==> config.mk <==
export PLATFORM = sky130hd
export DESIGN_NAME = a_input_conditioner_flat
export DESIGN_NICKNAME = d
export VERILOG_FILES = /design/src/rtl/a_input_conditioner_if.sv /design/src/rtl/a_input_conditioner.sv /design/src/flat_wrapper.sv
export SDC_FILE = /design/constraint.sdc
export NUM_CORES = 1
export LEC_CHECK = 0
export ABC_CLOCK_PERIOD_IN_PS = 1850
export BUFFER_PORTS_ARGS = -buffer_cell sky130_fd_sc_hd__buf_2
export CORE_MARGIN = 2
export CORE_UTILIZATION = 55
export DETAILED_ROUTE_END_ITERATION = 8
export PLACE_DENSITY = 0.75
export SYNTH_ARGS = -nofsm -noshare
export SYNTH_HDL_FRONTEND = slang
export SYNTH_SLANG_ARGS = --single-unit
==> constraint.sdc <==
create_clock -name clk -period 1.85 [get_ports clk]
set_clock_uncertainty 0.15 [all_clocks]
set_input_delay 0 -clock clk [delete_from_list [all_inputs] [get_ports clk]]
set_output_delay 0 -clock clk [all_outputs]
set_load 0.005 [all_outputs]
==> src/rtl/a_input_conditioner_if.sv <==
// Signal bundle between the raw-level source and a_input_conditioner.
// The glitch_cnt member exists only when A_GLITCH_COUNT_EN is defined.
interface a_input_conditioner_if
`ifdef A_GLITCH_COUNT_EN
  #(parameter int GLITCH_W = 8)
`endif
  ;
  logic raw_in;
  logic enable;
  logic a;
  logic rise;
  logic fall;
`ifdef A_GLITCH_COUNT_EN
  logic [GLITCH_W-1:0] glitch_cnt;

  modport master (output raw_in, enable, input a, rise, fall, glitch_cnt);
  modport slave  (input raw_in, enable, output a, rise, fall, glitch_cnt);
`else
  modport master (output raw_in, enable, input a, rise, fall);
  modport slave  (input raw_in, enable, output a, rise, fall);
`endif
endinterface

==> src/rtl/a_input_conditioner.sv <==
// Synchronises and debounces raw_in into the clean level a, with rise/fall pulses.
// Define A_GLITCH_COUNT_EN to add the saturating glitch_cnt output.
module a_input_conditioner #(
  parameter int SYNC_STAGES   = 2,
  parameter int STABLE_CYCLES = 4,
  parameter int GLITCH_W      = 8
) (
  input  logic                  clk,
  input  logic                  reset,
  a_input_conditioner_if.slave  bus
);

  typedef enum logic [1:0] {
    LOW       = 2'd0,
    RISE_PEND = 2'd1,
    HIGH      = 2'd2,
    FALL_PEND = 2'd3
  } state_e;

  localparam logic [7:0] LAST_CNT = 8'(STABLE_CYCLES - 1);

  if (SYNC_STAGES < 2 || SYNC_STAGES > 4)
    $error("SYNC_STAGES must be in 2..4");
  if (STABLE_CYCLES < 1 || STABLE_CYCLES > 255)
    $error("STABLE_CYCLES must be in 1..255");
  if (GLITCH_W < 1)
    $error("GLITCH_W must be at least 1");

  logic [SYNC_STAGES-1:0] sync_q, sync_d;
  logic                   s;
  state_e                 state_q, state_d;
  logic [7:0]             cnt_q, cnt_d;
  logic                   a_q, a_d;
  logic                   rise_q, rise_d;
  logic                   fall_q, fall_d;

  assign sync_d = {sync_q[SYNC_STAGES-2:0], bus.raw_in};
  assign s      = sync_q[SYNC_STAGES-1];

  // NOTE: every reg, including the synchroniser chain, is cleared by the async reset.
  // NOTE: sequential state uses <= so all flops update from pre-edge values.
  always_ff @(posedge clk or posedge reset) begin
    if (reset) begin
      sync_q  <= '0;
      state_q <= LOW;
      cnt_q   <= '0;
      a_q     <= 1'b0;
      rise_q  <= 1'b0;
      fall_q  <= 1'b0;
    end else begin
      sync_q  <= sync_d;
      state_q <= state_d;
      cnt_q   <= cnt_d;
      a_q     <= a_d;
      rise_q  <= rise_d;
      fall_q  <= fall_d;
    end
  end

  // NOTE: defaults first so every path assigns every output and no latch is inferred.
  always_comb begin
    state_d = state_q;
    cnt_d   = cnt_q;
    if (!bus.enable) begin
      // Dropping enable abandons any pending change without touching a.
      cnt_d = '0;
      if (state_q == RISE_PEND) state_d = LOW;
      if (state_q == FALL_PEND) state_d = HIGH;
    end else begin
      case (state_q)
        LOW: begin
          if (s) begin
            if (STABLE_CYCLES == 1) begin
              state_d = HIGH;
            end else begin
              state_d = RISE_PEND;
              cnt_d   = 8'd1;
            end
          end
        end
        RISE_PEND: begin
          if (!s) begin
            state_d = LOW;
            cnt_d   = '0;
          end else if (cnt_q == LAST_CNT) begin
            state_d = HIGH;
            cnt_d   = '0;
          end else begin
            cnt_d = cnt_q + 8'd1;
          end
        end
        HIGH: begin
          if (!s) begin
            if (STABLE_CYCLES == 1) begin
              state_d = LOW;
            end else begin
              state_d = FALL_PEND;
              cnt_d   = 8'd1;
            end
          end
        end
        FALL_PEND: begin
          if (s) begin
            state_d = HIGH;
            cnt_d   = '0;
          end else if (cnt_q == LAST_CNT) begin
            state_d = LOW;
            cnt_d   = '0;
          end else begin
            cnt_d = cnt_q + 8'd1;
          end
        end
        default: begin
          state_d = LOW;
          cnt_d   = '0;
        end
      endcase
    end
  end

  // Outputs are decoded from the next state so they register on the same edge.
  always_comb begin
    a_d    = (state_d == HIGH) || (state_d == FALL_PEND);
    rise_d = (state_d == HIGH) && ((state_q == LOW) || (state_q == RISE_PEND));
    fall_d = (state_d == LOW) && ((state_q == HIGH) || (state_q == FALL_PEND));
  end

  assign bus.a    = a_q;
  assign bus.rise = rise_q;
  assign bus.fall = fall_q;

`ifdef A_GLITCH_COUNT_EN
  logic                glitch_ev;
  logic [GLITCH_W-1:0] glitch_q, glitch_d;

  assign glitch_ev = bus.enable &&
                     (((state_q == RISE_PEND) && !s) || ((state_q == FALL_PEND) && s));

  always_comb begin
    glitch_d = glitch_q;
    if (glitch_ev && (glitch_q != '1)) glitch_d = glitch_q + GLITCH_W'(1);
  end

  always_ff @(posedge clk or posedge reset) begin
    if (reset) glitch_q <= '0;
    else       glitch_q <= glitch_d;
  end

  assign bus.glitch_cnt = glitch_q;
`endif

endmodule

==> src/flat_wrapper.sv <==
// flat-port wrapper written by rule: the top's interface ports become plain ports
module a_input_conditioner_flat 
#(
  parameter int SYNC_STAGES   = 2,
  parameter int STABLE_CYCLES = 4,
  parameter int GLITCH_W      = 8
)
  (clk, reset, bus_raw_in, bus_enable, bus_a, bus_rise, bus_fall);
  a_input_conditioner_if bus_i ();
  input  logic clk;
  input  logic reset;
  input wire logic [$bits(bus_i.raw_in)-1:0] bus_raw_in;
  input wire logic [$bits(bus_i.enable)-1:0] bus_enable;
  output wire logic [$bits(bus_i.a)-1:0] bus_a;
  output wire logic [$bits(bus_i.rise)-1:0] bus_rise;
  output wire logic [$bits(bus_i.fall)-1:0] bus_fall;
  assign bus_i.raw_in = bus_raw_in;
  assign bus_i.enable = bus_enable;
  assign bus_a = bus_i.a;
  assign bus_rise = bus_i.rise;
  assign bus_fall = bus_i.fall;
  a_input_conditioner #(.SYNC_STAGES(SYNC_STAGES), .STABLE_CYCLES(STABLE_CYCLES), .GLITCH_W(GLITCH_W)) u_core (.clk(clk), .reset(reset), .bus(bus_i));
endmodule
==> qor.yml <==
status: "finished, final reports clean"
ys_flop_type: "sky130_fd_sc_hd__dfrtp_1"
final_cells: 93
wl_um: 1290
design_area_um2: 847
vias: 526
relSlewSlack: 0.632
critical_path_type: "flop to flop"
p_leak_nw: 0.374
grt.total_usage: 0.196
timing_worst_slew_pin_value_ns: 0.551
die_area_mm2: 0.00164
critical-path-max-stage-delay_ns: 0.42
worst_ir_drop_vdd_mv: 0.541
clock-sinks: 15
clock_tree_from_tritoncts: "built"
synth_largest_area_cell: "sky130_fd_sc_hd__dfrtp_1"
synth_enable_flop_cells: 0
initial_core_utilization: 0.578
num-fill-cells: 99
clk_root_buffer_cell: "sky130_fd_sc_hd__clkbuf_4"
postSynthRegisterBits: 15
drcViolationCount: 0
cts_buffer_depth: 2
worst_path_max_delay_cell: "sky130_fd_sc_hd__dfrtp_2"
synth.cell_area_um2: 733
powerDensity_mw_per_mm2: 673
number_of_antenna_violations_at_the_first_check_in_global_routing: 0
yosysSeqAreaShare: 0.512
worst-path-buf-inv: 0
finalCritPeriodShare: 0.968
finish.net_count: 84
yosys_warnings: 0
first_pass_grt_wire_length_um: 2050
gp_congestion: 0.906
initialDrtViolationCount: 16
maxSlewViolCount: 0
grt_setup_unrepaired: "no"
endpoint_kind: "flop"
preCtsSetupSlack_ns: 0.0735
syn2layout_area_growth_pct: 15.5
path_cells: "ha_1 -> nor4b_4 -> and2_4 -> nand3_4 -> mux2_1"
syn_inst: 64
synth_top_area_frac: 0.512
fp-row-count: 13
max_cap_viol_count: 0
post_layout_power_mw: 0.570
crit_path_time_final_ns: 1.79
utilization: 0.668
critPathRequiredTime_ns: 1.87
detail_route.vias_per_cell: 5.66
startpoint_type: "flop"
setup_total_negative_slack_ns: 0
postCtsSetupRepairBufs: 0
setup_slack_ns: 0.0591
crit_path_arrival_time_ns: 1.81
rr_startpoint: "u_core.cnt_q[0]"
via_count_of_the_first_global_routing_pass: 471
synth_nets: 69
overflow: 0
die_x_um: 40.5
grt_start_max_net_pins: 16
diodes: 0
max_freq_ghz: 0.558
reg2reg_depth: 5
reg2reg_slack_ns: 0.06
hold_ws_ns: 0.136
clk-insertion-delay-late_ns: 0.29
timing.final.hold_violations: 0
cell_count_post_placement: 86
timing.critical_path.max_delay_family: "simple AND/OR/NAND/NOR gates"
detail_route.first_pass.iterations: 4
synth_area_per_cell_um2: 11.5
r2r-end: "u_core.bus.a"
timing.hold.worst.class: "input port to asynchronous set/reset pin"
drive_gt1_frac: 0.218
chipHeight_um: 40.5
route.antenna.remaining_nets: 0
synth_area_leaders: "sky130_fd_sc_hd__dfrtp_1 51%, sky130_fd_sc_hd__xnor2_1 4.8%, sky130_fd_sc_hd__nor4b_4 3.2%, sky130_fd_sc_hd__mux2_1 3.1%, sky130_fd_sc_hd__nor3b_1 3.1%"
hpwl_um: 935
routed_wire_length_per_instance_um: 13.9
top_level_ports: 7
cts.reportedPaths.clkPinSlew_ns: 0.09
port-buffer-count: 6
yosysUniqueCellTypes: 29
critPathMaxFanout: 6
design.core.area_mm2: 0.00127
report.final.setup_viol: 0
post_place_instance_area_um2: 790
cts.htree.levels: 1
cts_buffers: 3
synth-async-reset-ratio: 1.00
[synthesized netlist by cell type, types with 2 or more instances]
library cell / count
sky130_fd_sc_hd__dfrtp_1: 15
sky130_fd_sc_hd__mux2_1: 2
sky130_fd_sc_hd__xnor2_1: 4
sky130_fd_sc_hd__nor2_1: 4
sky130_fd_sc_hd__o21ai_0: 2
sky130_fd_sc_hd__nor3_1: 2
sky130_fd_sc_hd__nor3b_1: 3
sky130_fd_sc_hd__a21oi_1: 3
sky130_fd_sc_hd__nand3_1: 3
sky130_fd_sc_hd__xor2_1: 2
sky130_fd_sc_hd__o211ai_1: 2
sky130_fd_sc_hd__nand2_1: 5
[per-layer routing]
metal / global-route usage / part of all wire
met5: 0 / 0
met2: 0.306 / 0.46
met1: 0.260 / 0.46
met3: 0.0333 / 0.061
met4: 0.100 / 0.022
[how the worst max path moves through the flow]
stage / startpoint / endpoint / slack [ns] / cells past startpoint
floorplan: u_core.cnt_q[0] / u_core.bus.a / 0.20 / 5
global placement: u_core.cnt_q[0] / u_core.bus.a / 0.15 / 5
detailed placement: u_core.cnt_q[0] / u_core.bus.a / 0.07 / 5
CTS: u_core.cnt_q[0] / u_core.bus.a / 0.04 / 5
global route: u_core.cnt_q[0] / u_core.bus.a / 0.02 / 5
finish: u_core.cnt_q[0] / u_core.bus.a / 0.06 / 5
[cells in the final DEF (no fill, tap or decap), types with 2 or more instances in the layout]
| cell | n |
|---|---|
| sky130_fd_sc_hd__mux2_1 | 2 |
| sky130_fd_sc_hd__o21ai_0 | 2 |
| sky130_fd_sc_hd__a21oi_1 | 3 |
| sky130_fd_sc_hd__clkbuf_4 | 3 |
| sky130_fd_sc_hd__nor3b_1 | 3 |
| sky130_fd_sc_hd__nand3_1 | 3 |
| sky130_fd_sc_hd__nor2_1 | 4 |
| sky130_fd_sc_hd__nor3_1 | 2 |
| sky130_fd_sc_hd__dlygate4sd3_1 | 3 |
| sky130_fd_sc_hd__xnor2_1 | 4 |
| sky130_fd_sc_hd__nand2_1 | 5 |
| sky130_fd_sc_hd__buf_2 | 6 |
| sky130_fd_sc_hd__o211ai_1 | 2 |
| sky130_fd_sc_hd__dfrtp_1 | 14 |
| sky130_fd_sc_hd__xor2_1 | 2 |
[repair_timing]
action                                  CTS  global route
hold endpoints to repair                 22             0
endpoints found under the setup margin    0             2
hold buffers                              3             0
resized for setup                         0             1
[sequential cells by signal, summed over array words and instances (netlist names)]
signal / count
u_core.state_q: 2
u_core.bus.fall: 1
u_core.bus.a: 1
u_core.sync_q: 2
u_core.cnt_q: 8
u_core.bus.rise: 1
[cell families after synthesis]
| group | count (synthesis) | synth area share |
|---|---|---|
| DFF | 15 | 0.512 |
| buffers and inverters | 1 | 0.00511 |
| and+or+nand+nor | 26 | 0.237 |
| adders and majority gates | 1 | 0.0171 |
| xor gates and xnor gates | 6 | 0.0717 |
| muxes | 2 | 0.0307 |
| AOI/OAI and AO/OA | 13 | 0.126 |
[worst register-to-register path, stage by stage, from the launching register on]
cell	delay, ns
sky130_fd_sc_hd__dfrtp_2	0.42
sky130_fd_sc_hd__ha_1	0.24
sky130_fd_sc_hd__nor4b_4	0.24
sky130_fd_sc_hd__and2_4	0.21
sky130_fd_sc_hd__nand3_4	0.09
sky130_fd_sc_hd__mux2_1	0.32
[layout make-up]
type | instances | area [µm²] | area share
Sequential cell | 15 | 377 | 0.445
Tap cell | 15 | 18.8 | 0.0222
Clock buffer | 4 | 26.3 | 0.0310
Inverter | 1 | 3.75 | 0.00443
Timing Repair Buffer | 10 | 67.6 | 0.0798
Multi-Input combinational cell | 48 | 354 | 0.418
[power breakdown]
part	internal [mW]	switching (mW)	leakage, nW
sequential	0.335	0.00807	0.201
combinational	0.0171	0.0231	0.158
clock	0.0838	0.103	0.0150
total	0.436	0.134	0.374
Note: power is estimated with default switching activity, not from simulation.
